### src/rtl/fetch_unit.sv
// rtl/fetch_unit.sv - instruction fetch and PC sequencing stage
module fetch_unit #(
  parameter logic [31:0] RESET_PC      = 32'h0000_0000,
  parameter int unsigned FETCH_TIMEOUT = 16
) (
  input  logic        CLK,
  input  logic        Reset,
  output logic        IMemReq,
  output logic [31:0] IMemAddr,
  input  logic        IMemReady,
  input  logic [31:0] IMemData,
  output logic [31:0] Instruction,
  output logic [5:0]  Opcode,
  output logic [5:0]  FuncCode,
  output logic        InstrValid,
  input  logic        Retire,
  input  logic        Branch,
  input  logic        Jump,
  input  logic        ALUZero,
  output logic [31:0] PC,
  output logic [31:0] PCPlus4,
  output logic [31:0] InstrCount,
  output logic        FetchFault
);

  typedef enum logic [1:0] {
    S_BOOT  = 2'd0,
    S_FETCH = 2'd1,
    S_EXEC  = 2'd2,
    S_HALT  = 2'd3
  } state_t;

  // Last counter value before a stalled fetch is declared faulty.
  localparam logic [31:0] TMO_LAST = 32'(FETCH_TIMEOUT) - 32'd1;

  state_t      state;
  state_t      state_next;
  logic [31:0] pc;
  logic [31:0] ir;
  logic        instr_valid;
  logic [31:0] instr_count;
  logic        fetch_fault;
  logic [31:0] tmo_cnt;
  logic [31:0] pc_plus4;
  logic [31:0] next_pc;
  logic        fetch_accept;
  logic        timeout_hit;
  logic        retire_fire;

  assign pc_plus4 = pc + 32'd4;

  // Handshake qualifiers: ready and retire only matter in their own state.
  assign fetch_accept = (state == S_FETCH) && IMemReady;
  assign timeout_hit  = (state == S_FETCH) && !IMemReady &&
                        (FETCH_TIMEOUT != 0) && (tmo_cnt == TMO_LAST);
  assign retire_fire  = (state == S_EXEC) && Retire;

  // Next PC: jump beats taken branch beats sequential.
  always_comb begin
    next_pc = pc_plus4;
    if (Jump) begin
      next_pc = {pc_plus4[31:28], ir[25:0], 2'b00};
    end else if (Branch && ALUZero) begin
      next_pc = pc_plus4 + {{14{ir[15]}}, ir[15:0], 2'b00};
    end
  end

  // State register.
  always_ff @(posedge CLK or posedge Reset) begin
    if (Reset) begin
      state <= S_BOOT;
    end else begin
      state <= state_next;
    end
  end

  // Next-state logic; HALT is only left through reset.
  always_comb begin
    state_next = state;
    case (state)
      S_BOOT:  state_next = S_FETCH;
      S_FETCH: begin
        if (fetch_accept) begin
          state_next = S_EXEC;
        end else if (timeout_hit) begin
          state_next = S_HALT;
        end
      end
      S_EXEC:  if (retire_fire) state_next = S_FETCH;
      S_HALT:  state_next = S_HALT;
      default: state_next = S_BOOT;
    endcase
  end

  // Datapath: IR load on accept, PC/count update on retire, stall timer.
  always_ff @(posedge CLK or posedge Reset) begin
    if (Reset) begin
      pc          <= RESET_PC;
      ir          <= 32'd0;
      instr_valid <= 1'b0;
      instr_count <= 32'd0;
      fetch_fault <= 1'b0;
      tmo_cnt     <= 32'd0;
    end else begin
      if (fetch_accept) begin
        ir          <= IMemData;
        instr_valid <= 1'b1;
      end else if (timeout_hit) begin
        fetch_fault <= 1'b1;
      end else if (state == S_FETCH) begin
        tmo_cnt <= tmo_cnt + 32'd1;
      end
      if (retire_fire) begin
        pc          <= next_pc;
        instr_count <= instr_count + 32'd1;
        instr_valid <= 1'b0;
        tmo_cnt     <= 32'd0;
      end
    end
  end

  assign IMemReq     = (state == S_FETCH);
  assign IMemAddr    = pc;
  assign Instruction = ir;
  assign Opcode      = ir[31:26];
  assign FuncCode    = ir[5:0];
  assign InstrValid  = instr_valid;
  assign PC          = pc;
  assign PCPlus4     = pc_plus4;
  assign InstrCount  = instr_count;
  assign FetchFault  = fetch_fault;

endmodule

### config.mk
export PLATFORM = sky130hd
export DESIGN_NAME = fetch_unit
export DESIGN_NICKNAME = d
export VERILOG_FILES = /design/src/rtl/fetch_unit.sv
export SDC_FILE = /design/constraint.sdc
export NUM_CORES = 1
export LEC_CHECK = 0
export CORE_MARGIN = 4
export CORE_UTILIZATION = 46
export CTS_BUF_LIST = sky130_fd_sc_hd__clkbuf_16
export CTS_CLUSTER_SIZE = 24
export DETAILED_ROUTE_END_ITERATION = 6
export PLACE_DENSITY = 0.78
export SYNTH_ARGS = -nofsm -noshare
export SYNTH_HDL_FRONTEND = slang
export SYNTH_SLANG_ARGS = --single-unit
### constraint.sdc
create_clock -name CLK -period 3.6 [get_ports CLK]
set_input_delay 0.36 -clock CLK [delete_from_list [all_inputs] [get_ports CLK]]
set_output_delay 0.36 -clock CLK [all_outputs]
set_load 0.02 [all_outputs]
==> results of run 1 <==
-- what timing repair did --
item / in CTS / in global routing
endpoints found under the setup margin: 3 / 19
gates resized for setup: 6 / 60
setup buffers: 1 / 8
pin swaps: 2 / 32
hold endpoints to repair: 0 / 0
-- synth_stat cells (3+ instances only) --
library cell	instances	area share
a21oi_1	47	0.027
a211oi_1	10	0.0086
nor4_2	3	0.0043
clkbuf_1	27	0.012
inv_1	28	0.012
a211o_1	4	0.0040
o21bai_1	4	0.0034
xor2_1	46	0.046
xnor2_1	55	0.055
nand3_1	48	0.028
nand4_1	23	0.017
nor3_1	14	0.0080
and4_1	6	0.0060
o21a_1	4	0.0034
nor4_1	10	0.0072
buf_2	3	0.0017
or3_1	12	0.0086
o31ai_1	10	0.0086
mux2i_1	3	0.0034
o21ai_0	35	0.020
a21o_1	13	0.011
nand2_1	196	0.084
and2_1	6	0.0043
dfrtp_1	130	0.37
nor2_1	100	0.043
buf_4	48	0.041
o311a_1	4	0.0046
o21ai_1	5	0.0029
nor4b_1	3	0.0030
ha_1	38	0.055
a31oi_1	5	0.0036
o211ai_1	6	0.0052
and3_1	22	0.016
buf_1	4	0.0017
-- cell usage in the layout (no fill, tap or decap), types with 12 or more instances in the layout --
master,instances
a21o_1,12
nand3_1,44
xnor2_1,46
clkbuf_16,17
nand4_1,23
nor2_1,94
nand2_1,195
ha_1,32
dfrtp_1,129
clkdlybuf4s50_1,207
and3_1,20
inv_1,28
o21ai_0,32
a21oi_1,43
xor2_1,43
buf_4,101
-- cells by family (layout without fill, tap and decap cells) --
logic type | count (synthesis) | in the layout
AND/OR/NAND/NOR | 459 | 459
AO/OA/AOI/OAI | 182 | 182
flip-flops | 130 | 130
buffers and inverters | 113 | 373
XOR/XNOR | 101 | 101
adder cells (fa/ha/maj) | 39 | 39
multiplexers | 4 | 4
other | 1 | 6
-- worst max-delay path, delay by kind of cell, from the launching register on --
family                     cells  cell delay, ns
AOI/OAI and AO/OA              6            0.95
xor gates and xnor gates       1            0.15
adders and majority gates      2            0.53
buffers and inverters          1            0.16
DFF                            1            0.39
and+or+nand+nor                5            1.32
-- layout make-up --
class,instances,area (sq um)
clock buffer,17,425
clock inverter,14,115
fill,1498,6290
inverter,30,116
multi-input combinational,791,5260
sequential,130,3250
tap,234,293
timing repair buffer,312,2890
-- per-stage QoR --
stage	std cells	setup WS, ns	TNS (ns)	total power (uW)
detailed placement	1488	-0.0132	-0.0132	8140
CTS	1520	0.0131	0	9800
global placement	1488	0.0655	0	8070
finish	1528	-0.0208	-0.0332	10200
global route	1528	-0.156	-1.03	10700
floorplan	1034	-0.257	-0.827	5620
-- path summary, 6_finish.rpt --
kind	end	slack (ns)	cells past startpoint
setup reg to reg	IMemAddr[19]	-0.02	15
max in group asynchronous	IMemAddr[10]	2.42	3
hold reg to reg	FetchFault	0.46	1
setup / recovery	IMemAddr[19]	-0.02	15
hold / removal	InstrCount[6]	0.43	2
min in group CLK	FetchFault	0.46	1
-- metal layers --
| metal | GRT usage | share of wire | wire [microns] |
|---|---|---|---|
| met5 | 0 | 0 | 0 |
| met4 | 0.0935 | 0.025 | 706 |
| met3 | 0.0476 | 0.070 | 2010 |
| met2 | 0.411 | 0.46 | 13400 |
| met1 | 0.366 | 0.44 | 12700 |
-- flip-flops by register name, indices dropped and copies added, names as in the netlist --
register,flops
Instruction,32
InstrCount,32
state,2
FetchFault,1
InstrValid,1
IMemAddr,30
tmo_cnt,32
-- power by group through the flow --
stage / clock network (uW) / logic, uW / registers (uW)
final: 1620 / 6300 / 2270
after global routing: 1700 / 6720 / 2320
after CTS: 1630 / 5920 / 2250
after detailed placement: 0 / 5870 / 2270
after global placement: 0 / 5810 / 2260
after floorplan: 0 / 2980 / 2640
==> flow_metrics.tcl, run 1 <==
set metrics [dict create \
    outcome "complete, but fails checks" \
    failed_checks "setup timing" \
    antenna_left 0 \
    worst_pin_slew_ns 0.798 \
    yosys.area_share.simple 0.244 \
    async_reset_ff_frac 1.00 \
    diodes 0 \
    grt_first_pass_wirelength_microns 45200 \
    critPathLaunchType "flop" \
    ys_ff_latch 130 \
    first_global_vias 8357 \
    num_vias 8633 \
    power.share.clock 0.159 \
    post-route-util 0.663 \
    final-hold-violation-count 0 \
    swShare 0.446 \
    gp_congestion 0.962 \
    crit_fanout 4 \
    ys_seq_area_frac 0.373 \
    p_leak_uw 0.00553 \
    wl_per_cell_microns 18.9 \
    finalInstanceArea_sq_um 12400 \
    synth_warnings 0 \
    hold_slack_ns 0.431 \
    cts_tree "yes" \
    fin_nets 1360 \
    htreeDepth 4 \
    synth_top_family_by_area "simple AND/OR/NAND/NOR gates" \
    synthXorXnorAreaFrac 0.101 \
    die_w_microns 146 \
    worst_path_most_repeated_cell "a21oi_2" \
    rsz0062_at_grt "true" \
    dpl.hpwl_microns 21400 \
    hp-class "input port to async pin" \
    grt-ovfl-total 0 \
    finalWirelength_microns 28800 \
    timing.rr.start "IMemAddr[2]" \
    setup_viol 2 \
    rows 50 \
    clk_pin_slew_worst_paths_ns 0.06 \
    critical_path_required_ns 3.90 \
    startpoint "IMemAddr[2]" \
    criticalPathCategory "flop to flop" \
    p_int_uw 5650 \
    end_kind "flop" \
    clk_latency_ns 0.42 \
    synth_top_flop_cell "dfrtp_1" \
    synthMuxAreaShare 0.00474 \
    grt_max_degree 52 \
    slowest_delay_ns 0.43 \
    drive_gt1_frac 0.168 \
    fp.dieH_microns 146 \
    p_per_area_nw_per_um2 825 \
    timing.final.crit_period_ns 3.62 \
    area_growth_pct 41.7 \
    pin_count 214 \
    synth.distinct_cells 77 \
    power.net_switching_uw 4540 \
    core_area_sq_um 18600 \
    maxSlewHeadroom 0.467 \
    worst_slack_ns -0.0208 \
    clockRootBuffer "clkbuf_16" \
    crit_chain "ha_2 > nand4_1 > nor2_2 > buf_6 > nand3_4 > xnor2_2 > ha_1 > a21o_1 > a21oi_2 > or3b_4 > o2111ai_4 > a31oi_4 > or3_1 > a21oi_2 > o21ai_1" \
    synth-compound-area-share 0.149 \
    clkSinkCount 130 \
    synth_area_per_cell_sq_um 8.47 \
    max_freq_mhz 276 \
    worst_path_max_delay_cell "or3b_4" \
    cts_buffer_depth 2 \
    ir_worst_vdd_v 0.000522 \
    fin_skew_ns 0.00886 \
    die_area_sq_um 21200 \
    power.share.combinational 0.618 \
    syn-cell-area_sq_um 8720 \
    antenna_found_initial 0 \
    numCtsBuffers 17 \
    synthAdderAreaFrac 0.0568 \
    synth_edf_count 0 \
    worst-endpoint-arrival_ns 3.92 \
    drv_cap 0 \
    postSynthCellCount 1029 \
    drt_iter0_drc 759 \
    drc_errors 0 \
    port_buffers 207 \
    grtUsageTotal 0.262 \
    p_seq_frac 0.223 \
    dr.pass1.iters 5 \
    cts_hold_buf 0 \
    start_util 0.468 \
    vias_per_cell 5.65 \
    drv_slew 0 \
    placed_area_sq_um 11400 \
    finalCritPeriodShare 1.01 \
]
Note: power is estimated with default switching activity, not from simulation.
==> inputs of run 2 (changes only) <==
ABC_CLOCK_PERIOD_IN_PS = 3600   (was default)
RECOVER_POWER = 100   (was default)
==> run 2 against run 1 <==
  * Critical path depth unchanged
  * Utilization shrank 0.28 points
  * Clock power about the same
  * Final area down 0.42%
  * Cell count unchanged
  * Register-to-register slack about the same
  * The flow finishes with violations (capacitance limit, slew limit, setup timing)
  * Highest routed layer unchanged
==> flow_metrics.tcl, run 2 (synthesized netlist as in run 1, its figures left out) <==
set metrics [dict create \
    outcome "complete, but fails checks" \
    failed_checks "capacitance limit, slew limit, setup timing" \
    numCtsBuffers 17 \
    setup_viol 2 \
    timing.final.crit_period_ns 3.63 \
    reg2reg_depth 15 \
    area_growth_pct 41.1 \
    placed_area_sq_um 11400 \
    max_freq_mhz 275 \
    worst_pin_slew_ns 1.51 \
    fin_nets 1360 \
    drv_cap 1 \
    p_leak_uw 0.00551 \
    final-hold-violation-count 0 \
    clk_latency_ns 0.42 \
    criticalPathCategory "flop to flop" \
    fillers 1506 \
    die_area_sq_um 21200 \
    startpoint "IMemAddr[2]" \
    grt_first_pass_wirelength_microns 45200 \
    worst_slack_ns -0.0326 \
    finalWirelength_microns 28700 \
    setup-tns-final_ns -0.0590 \
    crit_chain "ha_2 > nand4_1 > nor2_2 > buf_6 > nand3_4 > xnor2_2 > ha_1 > a21o_1 > a21oi_2 > or3b_4 > o2111ai_4 > a31oi_4 > or3_1 > a21oi_2 > o21ai_1" \
    crit_end "IMemAddr[19]" \
    vias_per_cell 5.66 \
    critical_path_required_ns 3.90 \
    pin_count 214 \
    cts_buffer_depth 2 \
    multi_input_area_sq_um 5240 \
    wl_per_cell_microns 18.8 \
    p_per_area_nw_per_um2 827 \
    rows 50 \
    timing.rr.start "IMemAddr[2]" \
    grt-ovfl-total 0 \
    reg2reg_slack_ns -0.03 \
    htreeDepth 4 \
    crit_fanout 4 \
    finalInstanceArea_sq_um 12300 \
    ff_latch_area_sq_um 3250 \
    drc_errors 0 \
    dpl.hpwl_microns 21400 \
    port_buffers 207 \
    fp.dieH_microns 146 \
    grtUsageMet2 0.411 \
    slowest_delay_ns 0.43 \
    worst_path_most_repeated_cell "a21oi_2" \
    drt_iter0_drc 738 \
    clkSinkCount 130 \
    detailedPlace.worstSlack_ns -0.0132 \
    diodes 0 \
    end_kind "flop" \
    rsz0062_at_grt "true" \
    gp_congestion 0.962 \
    drive_gt1_frac 0.164 \
    drv_slew 36 \
    finalCritPeriodShare 1.01 \
    first_global_vias 8357 \
    cp_top_family "simple AND/OR/NAND/NOR gates" \
    worst-endpoint-arrival_ns 3.93 \
    worst-path-stages 15 \
    num_vias 8655 \
    hold_slack_ns 0.456 \
    grt_use_met3 0.0476 \
    grt-busiest-layer "met2" \
    mostFrequentLayoutCells "clkdlybuf4s50_1 (205), nand2_1 (196), dfrtp_1 (129)" \
    core_area_sq_um 18600 \
    dr.pass1.iters 7 \
    clockRootBuffer "clkbuf_16" \
    antenna_left 0 \
    cts_hold_buf 0 \
    min-delay-start "FetchFault" \
    maxSlewHeadroom -0.0118 \
    cts_tree "yes" \
    use_met1 0.366 \
    r2r-end "IMemAddr[19]" \
    path_buf_inv 1 \
    critPathLaunchType "flop" \
    final_common_cell "clkdlybuf4s50_1" \
    grtUsageTotal 0.262 \
    ir_worst_vdd_v 0.000520 \
    fin_skew_ns 0.00763 \
    clk_pin_slew_worst_paths_ns 0.06 \
    die_w_microns 146 \
    start_util 0.468 \
    grt_max_degree 52 \
    hp-class "flop to flop" \
    antenna_found_initial 0 \
    worst_path_max_delay_cell "or3b_4" \
]
run 2: cell count changes in the layout (fill, tap and decap cells not counted), moves of 2 or more:
| cell | before | now |
|---|---|---|
| buf_12 | 2 | 0 |
| clkbuf_2 | 0 | 2 |
| inv_1 | 28 | 30 |
| clkdlybuf4s50_1 | 207 | 205 |
| dlygate4sd3_1 | 0 | 2 |
| inv_2 | 2 | 0 |
run 2: worst min-delay path by stage:
| stage | end | slack, ns | depth (start not counted) |
|---|---|---|---|
| 6_report | FetchFault | 0.46 | 1 |
| 5_1_grt | Instruction[0] | 0.45 | 3 |
| 4_1_cts | InstrCount[6] | 0.45 | 2 |
| 3_5_place_dp | FetchFault | 0.45 | 1 |
| 3_3_place_gp | FetchFault | 0.44 | 1 |
| 2_1_floorplan | state[1] | 0.46 | 1 |
run 2: cell type report:
| cell class | instances | share of cell area |
|---|---|---|
| flip-flops and latches | 130 | 0.264 |
| clock buffers | 17 | 0.0346 |
| clock inverters | 14 | 0.00936 |
| multi-input cells | 791 | 0.426 |
| inverters | 30 | 0.00925 |
| well taps | 234 | 0.0238 |
| repair buffers | 312 | 0.232 |
run 2: stage by stage:
step / util / total power [uW] / cells
floorplan: - / 5620 / 1034
global placement: 0.612 / 8070 / 1488
detailed placement: 0.612 / 8140 / 1488
CTS: 0.643 / 9800 / 1520
global route: 0.660 / 10700 / 1528
finish: 0.660 / 10200 / 1528
run 2: where the power goes:
| part | internal (uW) | switching (uW) |
|---|---|---|
| sequential | 1810 | 460 |
| clock | 941 | 676 |
| combinational | 2890 | 3390 |
| total | 5640 | 4530 |
run 2: layer usage:
metal,wire [microns],vias to the layer above
li1,-,4045
met1,12700,4200
met2,13400,354
met3,1960,56
met4,726,0
met5,0,-
run 2: repair_timing:
item	CTS	global route
pin swaps	2	32
buffers inserted	1	8
resized for setup	6	60
setup endpoints to repair	3	19
==> inputs of run 3 (changes only) <==
ABC_AREA = 1   (was default)
ABC_CLOCK_PERIOD_IN_PS = 4600   (was 3600)
CORE_UTILIZATION = 57   (was 46)
PLACE_DENSITY = 0.87   (was 0.78)
clock period = 4.6 ns   (was 3.6 ns; I/O delays follow)
==> run 3 against run 2 <==
  * The flow finishes with violations (DRC, capacitance limit, slew limit)
  * Worst setup slack improved by 0.57 ns
  * Sequential share of layout area fell by 1.3 points
  * Synthesized area rose by 20%
  * Sequential cell count did not move
  * Power fell by 15%
==> flow_metrics.tcl, run 3 <==
set metrics [dict create \
    worst_pin_slew_ns 3.07 \
    clockRootBuffer "clkbuf_16" \
    max_freq_mhz 246 \
    reg2reg_depth 6 \
    cts_buffer_depth 2 \
    yosys-top-cells-area "dfrtp_1 (31%), nand2_1 (22%), inv_1 (8.3%)" \
    slowest_delay_ns 1.38 \
    ys_ff_latch 130 \
    grtUsageTotal 0.347 \
    grt-ovfl-total 0 \
    failed_checks "DRC, capacitance limit, slew limit" \
    criticalPathCategory "input port to flop" \
    core_area_sq_um 18000 \
    crit_chain "dlygate4sd3_1 > nand3_1 > inv_1 > o221ai_1 > a21oi_1 > a21oi_1" \
    worst-endpoint-arrival_ns 4.34 \
    p_per_area_nw_per_um2 668 \
    first_global_vias 10755 \
    final-hold-violation-count 0 \
    hp-class "flop to flop" \
    fin_skew_ns 0.0117 \
    post_cts_buffers 0 \
    path_buf_inv 2 \
    wl_per_cell_microns 17.4 \
    port_buffers 207 \
    rsz0062_at_grt "false" \
    cts_resized 0 \
    clk_pin_slew_worst_paths_ns 0.07 \
    drt_iter0_drc 795 \
    r2r-end "IMemAddr[2]" \
    drive_gt1_frac 0.0390 \
    setup-tns-final_ns 0 \
    syn-cell-area_sq_um 10500 \
    drv_cap 3 \
    die_area_sq_um 20700 \
    synth_edf_count 0 \
    min_to "FetchFault" \
    grt_first_pass_wirelength_microns 56300 \
    worst_path_max_delay_cell "inv_1" \
    cts_hold_buf 0 \
    synth_top_area_share 0.310 \
    vias_per_cell 5.48 \
    critical_path_required_ns 4.87 \
    numCtsBuffers 17 \
    finalCritPeriodShare 0.884 \
    ff_latch_area_sq_um 3250 \
    dr.pass1.iters 7 \
    start_util 0.583 \
    drc_errors 2 \
    num_vias 11226 \
    end_kind "flop" \
    multi_input_area_sq_um 5790 \
    async_reset_ff_frac 1.00 \
    antenna_left 0 \
    min-delay-start "FetchFault" \
    cts_tree "yes" \
    finalWirelength_microns 35700 \
    maxSlewHeadroom -1.06 \
    yosysMostFrequentCell "nand2_1" \
    crit_fanout 47 \
    htreeDepth 4 \
    die_w_microns 144 \
    critPathLaunchType "input port" \
    fp.dieH_microns 144 \
    area_growth_pct 23.0 \
    outcome "complete, but fails checks" \
    antenna_found_initial 0 \
    pin_count 214 \
    ir_worst_vdd_v 0.000527 \
    cp_top_family "buffers and inverters" \
    min_path_cells 2 \
    drv_slew 154 \
    power_uw 8630 \
    timing.rr.start "state[0]" \
    fillers 1600 \
    rows 49 \
    diodes 0 \
    synth_warnings 0 \
    ys_seq_area_frac 0.310 \
    clk_latency_ns 0.43 \
    final_common_cell "nand2_1" \
    grt_max_degree 66 \
    mostFrequentLayoutCells "nand2_1 (603), inv_1 (231), dlygate4sd3_1 (169)" \
    synth_area_per_cell_sq_um 6.36 \
    synth_top_flop_cell "dfrtp_1" \
    clkSinkCount 130 \
    gp_congestion 1.03 \
    worst_path_most_repeated_cell "a21oi_1" \
    setup_viol 0 \
    dpl.hpwl_microns 27100 \
    fin_nets 1884 \
    p_leak_uw 0.00672 \
    synth_top_area_cell "dfrtp_1" \
    postSynthCellCount 1651 \
    synth.distinct_cells 43 \
    timing.final.crit_period_ns 4.07 \
    synth_common_cells "nand2_1 (602), inv_1 (233), nor2_1 (132), dfrtp_1 (130), nand3_1 (116)" \
    reg2reg_slack_ns 0.66 \
]
-- run 3: worst max-delay path by stage --
stage / cells after the start / slack [ns] / end / startpoint
2_1_floorplan: 1 / 0.67 / FetchFault / Reset
3_3_place_gp: 21 / 1.0 / IMemAddr[31] / IMemAddr[2]
6_report: 6 / 0.53 / IMemAddr[2] / Retire
3_5_place_dp: 21 / 0.94 / IMemAddr[31] / IMemAddr[2]
4_1_cts: 18 / 0.89 / IMemAddr[22] / IMemAddr[2]
5_1_grt: 5 / 0.33 / tmo_cnt[15] / Retire
-- run 3: kinds of logic (layout without fill, tap and decap cells) --
kind of cell,Yosys count,count (layout),share of synthesized area
DFF,130,130,0.310
adders and majority gates,39,39,0.0472
xor gates and xnor gates,51,51,0.0425
other,1,6,0.000357
AOI/OAI and AO/OA,141,141,0.0712
buffers and inverters,318,481,0.135
and+or+nand+nor,971,971,0.394
-- run 3: layer usage --
| metal | vias to the layer above | GRT usage | wire length, microns |
|---|---|---|---|
| met5 | - | 0 | 0 |
| met4 | 0 | 0.132 | 1450 |
| met3 | 116 | 0.0765 | 2940 |
| met2 | 525 | 0.579 | 17300 |
| met1 | 5168 | 0.441 | 14100 |
| li1 | 5417 | - | - |
-- run 3: tightest hold or removal path, delay by kind of cell (launching register included) --
family,cells,cell delay (ns)
simple gates,1,0.05
buf+inv,1,0.04
flops,1,0.34
-- run 3: per-stage QoR --
| step | util | std cells | area [sq um] | setup slack, ns | hold WS (ns) |
|---|---|---|---|---|---|
| finish | 0.716 | 2048 | 12900 | 0.535 | 0.466 |
| global route | 0.716 | 2048 | 12900 | 0.334 | 0.514 |
| CTS | 0.721 | 2048 | 13000 | 0.890 | 0.475 |
| floorplan | - | 1656 | 10500 | 0.671 | 0.496 |
| global placement | 0.689 | 2016 | 12400 | 0.998 | 0.449 |
| detailed placement | 0.689 | 2016 | 12400 | 0.941 | 0.458 |
-- run 3: report_power, final --
part / switching, uW / total (uW) / internal [uW] / leakage (uW)
logic: 3410 / 5280 / 1870 / 0.00477
clock network: 638 / 1410 / 771 / 0.000289
registers: 500 / 1950 / 1450 / 0.00166
total: 4550 / 8630 / 4090 / 0.00672
-- run 3: cell type report --
class,count,area share
Tap cell,229,0.0222
Sequential cell,130,0.252
Inverter,234,0.0681
Clock inverter,15,0.0125
Clock buffer,17,0.0329
Timing Repair Buffer,215,0.164
Multi-Input combinational cell,1208,0.448
